`src/rtl/letter_writer_grid.sv`:
```
`default_nettype none
// ============================================================================
// letter_writer_grid : renders a NUM_LINES x CHARS_PER_LINE text grid via a
// 1-cycle font ROM; optional macro LW_HIGHLIGHT_EN inverts one line.  Rev 1.0
// ============================================================================
module letter_writer_grid #(
    parameter int NUM_LINES      = 12,
    parameter int CHARS_PER_LINE = 9,
    parameter int CHAR_BITS      = 7,
    parameter int GLYPH_W        = 8,
    parameter int GLYPH_H        = 16,
    parameter int X0             = 65,
    parameter int Y0             = 72,
    parameter int LINE_PITCH     = 40
) (
    input  logic                                          CLK,
    input  logic                                          RESET_N,
    input  logic [10:0]                                   H_counter,
    input  logic [9:0]                                    ve_counter,
    input  logic [NUM_LINES*CHARS_PER_LINE*CHAR_BITS-1:0] words,
    output logic [CHAR_BITS+$clog2(GLYPH_H)-1:0]          rom_addr,
    input  logic [GLYPH_W-1:0]                            rom_data,
    input  logic [3:0]                                    hl_line,
    output logic                                          pixel_out,
    output logic                                          pixel_valid,
    output logic [3:0]                                    line_idx,
    output logic [3:0]                                    char_idx
);

    localparam int C_ROW_W  = $clog2(GLYPH_H);
    localparam int C_BIT_W  = $clog2(GLYPH_W);
    localparam int C_CHAR_W = $clog2(CHARS_PER_LINE + 1);
    localparam int C_ADDR_W = CHAR_BITS + C_ROW_W;
    localparam int C_TOTAL  = NUM_LINES * CHARS_PER_LINE;
    localparam int C_X_LAST = X0 + CHARS_PER_LINE * GLYPH_W - 1;

    logic                 armed_q,    armed_d;
    logic [C_BIT_W-1:0]   bit_cnt_q,  bit_cnt_d;
    logic [C_CHAR_W-1:0]  char_cnt_q, char_cnt_d;
    logic                 valid1_q,   valid1_d;
    logic [C_BIT_W-1:0]   bit1_q,     bit1_d;
    logic [3:0]           line1_q,    line1_d;
    logic [C_CHAR_W-1:0]  char1_q,    char1_d;
    logic [C_ADDR_W-1:0]  rom_addr_q, rom_addr_d;
    logic                 valid2_q,   valid2_d;
    logic [C_BIT_W-1:0]   bit2_q,     bit2_d;
    logic [3:0]           line2_q,    line2_d;
    logic [3:0]           char2_q,    char2_d;

    logic                 v_act;
    logic                 h_act;
    logic                 at_x0;
    logic                 active;
    logic [3:0]           line_sel;
    logic [C_ROW_W-1:0]   row_sel;
    logic [C_BIT_W-1:0]   bit_eff;
    logic [C_CHAR_W-1:0]  char_eff;
    logic [31:0]          fetch_lsb;
    logic [CHAR_BITS-1:0] code;
    logic                 glyph_bit;
    logic                 raw_pixel;

    // Vertical decode: find the line whose glyph rows contain ve_counter.
    always_comb begin
        logic [31:0] v_i;
        logic [31:0] base;
        v_i      = {22'd0, ve_counter};
        base     = '0;
        v_act    = 1'b0;
        line_sel = '0;
        row_sel  = '0;
        for (int k = 0; k < NUM_LINES; k++) begin
            base = 32'(Y0 + k * LINE_PITCH);
            if (v_i >= base && v_i < base + 32'(GLYPH_H)) begin
                v_act    = 1'b1;
                line_sel = 4'(k);
                row_sel  = C_ROW_W'(v_i - base);
            end
        end
    end

    // Stage 0: glyph column / character counters, restarted at H_counter==X0.
    // armed_q stops stale counts from rendering after a mid-line reset.
    always_comb begin
        at_x0      = (H_counter == 11'(X0));
        h_act      = ({21'd0, H_counter} >= 32'(X0)) && ({21'd0, H_counter} <= 32'(C_X_LAST));
        bit_eff    = at_x0 ? '0 : bit_cnt_q;
        char_eff   = at_x0 ? '0 : char_cnt_q;
        active     = v_act && h_act && (armed_q || at_x0);
        armed_d    = armed_q || at_x0;
        bit_cnt_d  = bit_eff;
        char_cnt_d = char_eff;
        if (active) begin
            if (bit_eff == C_BIT_W'(GLYPH_W - 1)) begin
                bit_cnt_d  = '0;
                char_cnt_d = char_eff + C_CHAR_W'(1);
            end else begin
                bit_cnt_d  = bit_eff + C_BIT_W'(1);
            end
        end
    end

    // Stage 1: fetch the character code and issue the ROM address.
    always_comb begin
        fetch_lsb  = (32'(C_TOTAL - 1) - ({28'd0, line_sel} * 32'(CHARS_PER_LINE)
                     + 32'(char_eff))) * 32'(CHAR_BITS);
        code       = CHAR_BITS'(words >> fetch_lsb);
        valid1_d   = active;
        bit1_d     = bit_eff;
        line1_d    = line_sel;
        char1_d    = char_eff;
        rom_addr_d = active ? {code, row_sel} : rom_addr_q;
        valid2_d   = valid1_q;
        bit2_d     = bit1_q;
        line2_d    = line1_q;
        char2_d    = 4'(char1_q);
    end

    always_ff @(posedge CLK) begin
        if (!RESET_N) begin
            armed_q    <= 1'b0;
            bit_cnt_q  <= '0;
            char_cnt_q <= '0;
            valid1_q   <= 1'b0;
            bit1_q     <= '0;
            line1_q    <= '0;
            char1_q    <= '0;
            rom_addr_q <= '0;
            valid2_q   <= 1'b0;
            bit2_q     <= '0;
            line2_q    <= '0;
            char2_q    <= '0;
        end else begin
            armed_q    <= armed_d;
            bit_cnt_q  <= bit_cnt_d;
            char_cnt_q <= char_cnt_d;
            valid1_q   <= valid1_d;
            bit1_q     <= bit1_d;
            line1_q    <= line1_d;
            char1_q    <= char1_d;
            rom_addr_q <= rom_addr_d;
            valid2_q   <= valid2_d;
            bit2_q     <= bit2_d;
            line2_q    <= line2_d;
            char2_q    <= char2_d;
        end
    end

    // Stage 2: rom_data arrives here, aligned with the stage-2 registers.
    assign glyph_bit   = rom_data[C_BIT_W'(GLYPH_W - 1) - bit2_q];
    assign raw_pixel   = glyph_bit & valid2_q;
    assign rom_addr    = rom_addr_q;
    assign pixel_valid = valid2_q;
    assign line_idx    = line2_q;
    assign char_idx    = char2_q;

`ifdef LW_HIGHLIGHT_EN
    assign pixel_out = raw_pixel ^ (valid2_q && (line2_q == hl_line));
`else
    logic unused_hl;
    assign unused_hl = ^hl_line;
    assign pixel_out = raw_pixel;
`endif

endmodule
`default_nettype wire

```
`config.mk`:
```
export PLATFORM = sky130hd
export DESIGN_NAME = letter_writer_grid
export DESIGN_NICKNAME = d
export VERILOG_FILES = /design/src/rtl/letter_writer_grid.sv
export SDC_FILE = /design/constraint.sdc
export NUM_CORES = 2
export LEC_CHECK = 0
export ABC_CLOCK_PERIOD_IN_PS = 18600
export BUFFER_PORTS_ARGS = -buffer_cell sky130_fd_sc_hd__buf_4
export CORE_AREA = 10 10 303 378
export CTS_BUF_LIST = sky130_fd_sc_hd__clkbuf_8
export CTS_CLUSTER_DIAMETER = 100
export DETAILED_ROUTE_END_ITERATION = 10
export DIE_AREA = 0 0 313 388
export PLACE_DENSITY_LB_ADDON = 0.1
export SLEW_MARGIN = 20
export SYNTH_ARGS = -nofsm -noshare
export SYNTH_HDL_FRONTEND = slang
export SYNTH_SLANG_ARGS = --single-unit
```
`constraint.sdc`:
```
create_clock -name CLK -period 18.6 [get_ports CLK]
set_input_delay 0.93 -clock CLK [delete_from_list [all_inputs] [get_ports CLK]]
set_output_delay 0.93 -clock CLK [all_outputs]
set_load 0.02 [all_outputs]
```
=== Word level (Yosys, flattened, before mapping) ===
Cells that the tools add are included.

* Register bits: 43
* Latch bits: 0
* Memory bits (writable): 0
* ROM bits: 0
* Logic and storage cells: 121
* Memories: 0

* $add $sub $neg: 17
* Multipliers: 2
* Divide/modulo/power cells: 0
* $lt $le $gt $ge: 27
* Eq/ne operators: 2
* Shift operators: 1
* Multiplexer cells: 43
* Bitwise logic cells: 1
* Reductions and logical operators: 16

{| class="wikitable"
|+ Operators with widths
! cell !! number
|-
| >> shifter 756 x 32 -> 7 bit || 1
|-
| 2-to-1 mux 4 bit || 25
|-
| greater-or-equal comparator 10 x 9 -> 1 bit, second input constant || 6
|-
| less-than comparator 10 x 9 -> 1 bit, second input constant || 6
|-
| less-than comparator 10 x 8 -> 1 bit, second input constant || 4
|-
| greater-or-equal comparator 10 x 8 -> 1 bit, second input constant || 3
|-
| subtractor 4 x 1 -> 4 bit, second input constant || 6
|-
| subtractor 4 bit, second input constant || 6
|-
| greater-or-equal comparator 10 x 7 -> 1 bit, second input constant || 2
|-
| logical AND 1 bit || 15
|-
| multiplier 10 x 4 -> 14 bit, second input constant || 1
|-
| 2-to-1 mux 1 bit || 14
|-
| == test 11 x 7 -> 1 bit, second input constant || 1
|-
| greater-or-equal comparator 11 x 7 -> 1 bit, second input constant || 1
|-
| <= comparator 11 x 8 -> 1 bit, second input constant || 1
|-
| greater-or-equal comparator 10 bit, second input constant || 1
|-
| less-than comparator 10 bit, second input constant || 1
|-
| less-than comparator 10 x 7 -> 1 bit, second input constant || 1
|-
| subtractor 7 x 9 -> 10 bit, first input constant || 1
|-
| adder 8 x 4 -> 9 bit || 1
|-
| 2-to-1 mux 3 bit || 3
|-
| multiplier 4 x 4 -> 8 bit, second input constant || 1
|-
| adder 4 x 1 -> 4 bit, second input constant || 1
|-
| less-than comparator 3 x 4 -> 1 bit, second input constant || 1
|-
| other kinds (6) || 6
|}

=== Depth between registers and ports, before layout ===
* Depth after elaboration: 18
* Mapped depth: 37
* Mapped depth without buffers: 33

=== Least setup slack after synthesis ===
No wires, ideal clock.

* Path type: input to register
* Start point: input ve_counter[5]
* End point: register rom_addr_q[6], in the netlist rom_addr[6]
* Setup time: 96 ps
* Arrival: 7,845 ps
* Required time: 18,504 ps
* Path slack: 10,659 ps
* Cell stages on the path: 32
* Buffers on the path: 3
* Cells stage by stage: clkbuf_1 -> buf_1 -> nand2_1 -> nor2_1 -> a21oi_1 -> o32ai_1 -> a32oi_1 -> o21bai_1 -> ha_1 -> ha_1 -> fa_1 -> inv_1 -> ha_1 -> o21ai_0 -> o21ai_1 -> and2_1 -> clkbuf_1 -> inv_1 -> ha_1 -> inv_1 -> fa_1 -> inv_1 -> ha_1 -> or4_1 -> o22a_2 -> a32o_2 -> mux2_4 -> a211o_1 -> a2111oi_0 -> a21oi_1 -> o221a_1 -> o41ai_2

* Cells in the longest elaborated chain, start to end: 18
* Elaborated cells between the ends (all ways): 66
* Those cells by class: add/sub: 2; mul: 2; order compare: 24; shift: 1; mux: 23; reduce/logical: 14

{| class="wikitable"
|+ Ends and longest elaborated chain
! what !! RTL line !! RTL
|-
| start, declared || 19 || <nowiki>input logic [9:0] ve_counter,</nowiki>
|-
| greater-or-equal comparator 10 x 7 -> 1 bit or less-than comparator 10 x 8 -> 1 bit (tied branches) || 74 || <nowiki>if (v_i >= base && v_i < base + 32'(GLYPH_H)) begin</nowiki>
|-
| logical AND 1 bit || 74 ||
|-
| 2-to-1 mux 1 bit || 74 ||
|-
| 2-to-1 mux 4 bit (9 in a row) || 74 ||
|-
| 2-to-1 mux 4 bit * || 74 ||
|-
| via line1_d[0] || 42 || <nowiki>logic [3:0] line1_q, line1_d;</nowiki>
|-
| multiplier 4 x 4 -> 8 bit * || 105 || <nowiki>fetch_lsb = (32'(C_TOTAL - 1) - ({28'd0, line_sel} * 32'(CHARS_PER_LINE)</nowiki>
|-
| adder 8 x 4 -> 9 bit * || 106 || <nowiki>+ 32'(char_eff))) * 32'(CHAR_BITS);</nowiki>
|-
| subtractor 7 x 9 -> 10 bit * || 105 ||
|-
| multiplier 10 x 4 -> 14 bit * || 106 ||
|-
| >> shifter 756 x 32 -> 7 bit * || 107 || <nowiki>code = CHAR_BITS'(words >> fetch_lsb);</nowiki>
|-
| end signal, assigned || 141 || <nowiki>rom_addr_q <= rom_addr_d;</nowiki>
|-
| end, declared || 44 || <nowiki>logic [C_ADDR_W-1:0] rom_addr_q, rom_addr_d;</nowiki>
|}

Mark *: on every way through the listed nets, which the timed path passes. The rest lies on a longest branch.
A chain may end at the register's enable or synchronous reset.

=== Worst setup path in the final report ===
* Start point: input H_counter[1]
* End point: register rom_addr_q[8], in the netlist rom_addr[8]

* Cells in the longest elaborated chain, start to end: 6
* Elaborated cells between the ends (all ways): 12
* Those cells by class: add/sub: 2; mul: 1; order compare: 2; eq/ne: 1; shift: 1; mux: 1; reduce/logical: 4

{| class="wikitable"
|+ Ends and longest elaborated chain
! what !! RTL line !! RTL
|-
| start, declared || 18 || <nowiki>input logic [10:0] H_counter,</nowiki>
|-
| == test 11 x 7 -> 1 bit || 85 || <nowiki>at_x0 = (H_counter == 11'(X0));</nowiki>
|-
| 2-to-1 mux 4 bit || 88 || <nowiki>char_eff = at_x0 ? '0 : char_cnt_q;</nowiki>
|-
| via char1_d[3] || 43 || <nowiki>logic [C_CHAR_W-1:0] char1_q, char1_d;</nowiki>
|-
| adder 8 x 4 -> 9 bit || 106 ||
|-
| subtractor 7 x 9 -> 10 bit || 105 ||
|-
| multiplier 10 x 4 -> 14 bit || 106 ||
|-
| >> shifter 756 x 32 -> 7 bit || 107 ||
|}

The timed path passes the listed nets, and every way through them passes these cells.

==> impl_metrics.toml <==
[detailed_routing]
ant_nets = 0
routed_wl_mm = 183
drtIter0Drc = 3120
drt_first_pass_iters = 6
drc = 0
via_count = 34000
viasPerCell = 6.39
wl_per_cell_um = 34.4

[global_route]
grt_max_degree = 164
grt_first_pass_wirelength_mm = 257
grt_pass1_vias = 34000
track_usage_pct = 28.4
antenna_found_initial = 43
grt_overflow = 0

[pwr]
leakage_nw = 14.8
p_per_area_mw_per_mm2 = 224
ir_drop_uv = 373

[clock_tree]
post-cts-setup-buffer-count = 0
holdBufCountCts = 0
cts.sink_count = 43
cts_tree = "built"
cts_resized = 0
clock_path_buffers = 2
cts-root-buf = "clkbuf_8"
cts_made_buffers = 5
h-tree-depth = 2
clk_latency_ns = 0.35
clk_pin_slew_worst_paths_ns = 0.12

[floorplanning]
core_mm2 = 0.107
die_w_um = 313
die_h_um = 388
io_pins = 812
die_area_mm2 = 0.121
start_util_pct = 29.9
fp-row-count = 134

[timing]
rsz0062_at_grt = "false"
setup_viol = 0
fin_crit_ns = 10.41
maxSlewHeadroom_pct = 25.2
slew_violations = 0
tightest_slew_ns = 1.09
finalHoldViolations = 0
setup_tns_ns = 0
skew_ns = 0.0308
period_share_pct = 56.0
max_freq_mhz = 96.0

[job]
maxCapViolCount = 0

[placement]
placed_area_mm2 = 0.0385
gp_congestion = 0.921
place.port_buffers = 807
dp_hpwl_mm = 145

[logic_synthesis]
synth_fa_ha_area_share_pct = 2.23
yosysUniqueCellTypes = 83
synth_top_family_by_area = "multiplexers"
syn_area_mm2 = 0.0319
synth_cells = 3356
synth-simple-area-share_pct = 12.0
async_flop_share_pct = 0
muxShareOfSynthArea_pct = 57.2
ys.flop_type = "dfxtp_1"
synth_compound_area_share_pct = 18.1
synth-edff-count = 0
synth_nets = 4196
syn_avg_cell_area_um2 = 9.49
ys_warn_count = 0
yosysSeqAreaShare_pct = 2.70
yosys_register_bits = 43
synth_xor_area_share_pct = 0.656

[setup_path]
required_ns = 18.82
critPathCaptureType = "flop"
critPathLaunchType = "input port"
path_class = "input port to flop"
arrival_ns = 10.64
path_max_fanout = 129

[layout]
nFillCells = 11200
layout.core_utilization_pct = 36.3
final_nets = 4700
fin_area_mm2 = 0.0387
drive_gt1_share_pct = 41.9
area_growth_syn_to_layout_pct = 21.4

[outcome]
status = "finished, final reports clean"

[min_path]
hold_class = "flop to flop"
-- layout make-up --
cell class	count	area, µm²	area share, %
antenna	22	55.1	0.142
inverter	69	279	0.722
clock inverter	3	16.3	0.0421
tap	1428	1790	4.62
multi-input combinational	2855	28800	74.6
sequential	43	861	2.23
timing repair buffer	886	6750	17.5
clock buffer	5	68.8	0.178
-- cell usage in the layout (no fill, tap or decap), types with 56 or more instances in the layout --
cell type	n
mux2_2	99
inv_1	67
nand3_1	56
o21ai_0	127
nand2_1	358
a21oi_1	255
buf_4	878
mux2i_1	382
a211oi_1	107
nor2_1	194
nor2b_1	83
mux4_2	588
-- sequential cells by signal, summed over array words and instances, names as in the netlist --
name         flops
armed_q          1
bit1_q           3
bit2_q           3
bit_cnt_q        3
char1_q          4
char_cnt_q       4
char_idx         4
line1_q          4
line_idx         4
pixel_valid      1
rom_addr        11
valid1_q         1
-- cell families (layout without fill, tap and decap cells) --
group / after synthesis / after routing
mux: 1071 / 1071
simple gates: 845 / 845
xor+xnor: 23 / 23
compound gates: 867 / 867
other cells: 0 / 22
fa+ha+maj: 49 / 49
flops: 43 / 43
buf+inv: 458 / 963
-- worst max-delay path, stage by stage --
cell      delay [ns]
buf_4           0.11
or4_1           0.54
nor4b_1         0.33
nand3_1         0.46
and2_1          0.38
ha_1            0.30
ha_1            0.27
inv_1           0.04
fa_1            0.51
inv_1           0.06
fa_1            0.55
fa_1            0.49
fa_4            1.13
buf_4           0.66
buf_12          0.59
nand2_1         0.77
o22ai_1         0.38
a221oi_1        0.11
nor2_1          0.16
a211oi_1        0.07
o21ai_0         0.34
o21ai_0         0.15
a221o_1         0.32
a221oi_1        0.71
o41ai_1         0.17
-- synth_stat cells, types with 13 or more instances --
master | instances | area share, %
a211oi_1 | 107 | 2.5
a21oi_1 | 255 | 4.0
a221oi_1 | 21 | 0.58
a22o_1 | 13 | 0.36
a22oi_1 | 33 | 0.78
a311oi_1 | 23 | 0.63
a31oi_1 | 49 | 0.96
and2_1 | 47 | 0.92
and3_1 | 21 | 0.41
buf_1 | 33 | 0.39
buf_2 | 162 | 2.5
buf_4 | 69 | 1.6
buf_6 | 16 | 0.57
clkbuf_1 | 109 | 1.3
dfxtp_1 | 43 | 2.7
fa_1 | 13 | 0.82
ha_1 | 36 | 1.4
inv_1 | 69 | 0.81
mux2_2 | 99 | 3.5
mux2i_1 | 382 | 12
mux4_2 | 588 | 42
nand2_1 | 361 | 4.3
nand3_1 | 56 | 0.88
nor2_1 | 201 | 2.4
nor2b_1 | 84 | 1.6
nor3_1 | 24 | 0.38
o211ai_1 | 24 | 0.57
o21ai_0 | 127 | 2.0
o22ai_1 | 32 | 0.63
o31ai_1 | 13 | 0.31
xnor2_1 | 18 | 0.49
-- worst paths after layout --
path | from | slack (ns) | to | cells past startpoint
setup reg to reg | char_cnt_q[3] | 10.14 | rom_addr[8] | 21
hold reg to reg | char1_q[0] | 0.44 | char_idx[0] | 1
hold / removal | char1_q[0] | 0.44 | char_idx[0] | 1
setup / recovery | H_counter[1] | 8.19 | rom_addr[8] | 25
-- per-stage QoR --
stage                     cells  hold slack (ns)  power (mW)  setup WS (ns)
after floorplan            3356            0.406        5.16          10.66
after global placement     5281            0.415        8.50           8.06
after detailed placement   5281            0.419        8.49           8.05
after CTS                  5289            0.443        8.59           8.37
after global routing       5307            0.451        9.06           7.79
final                      5311            0.439        8.68           8.19
-- routing by layer --
layer  routed length, µm  track usage, %
met1               71200            35.0
met2               91300            48.9
met3               13500            5.60
met4                6500            9.78
met5                 252               0
-- power breakdown --
part	internal, mW	total (mW)	leakage (nW)	switching (mW)
clock	0.0259	0.0672	0.0455	0.0413
sequential	0.0923	0.0924	0.346	0.0000691
combinational	2.96	8.52	14.4	5.56
Power figures use the tool's default switching activity.
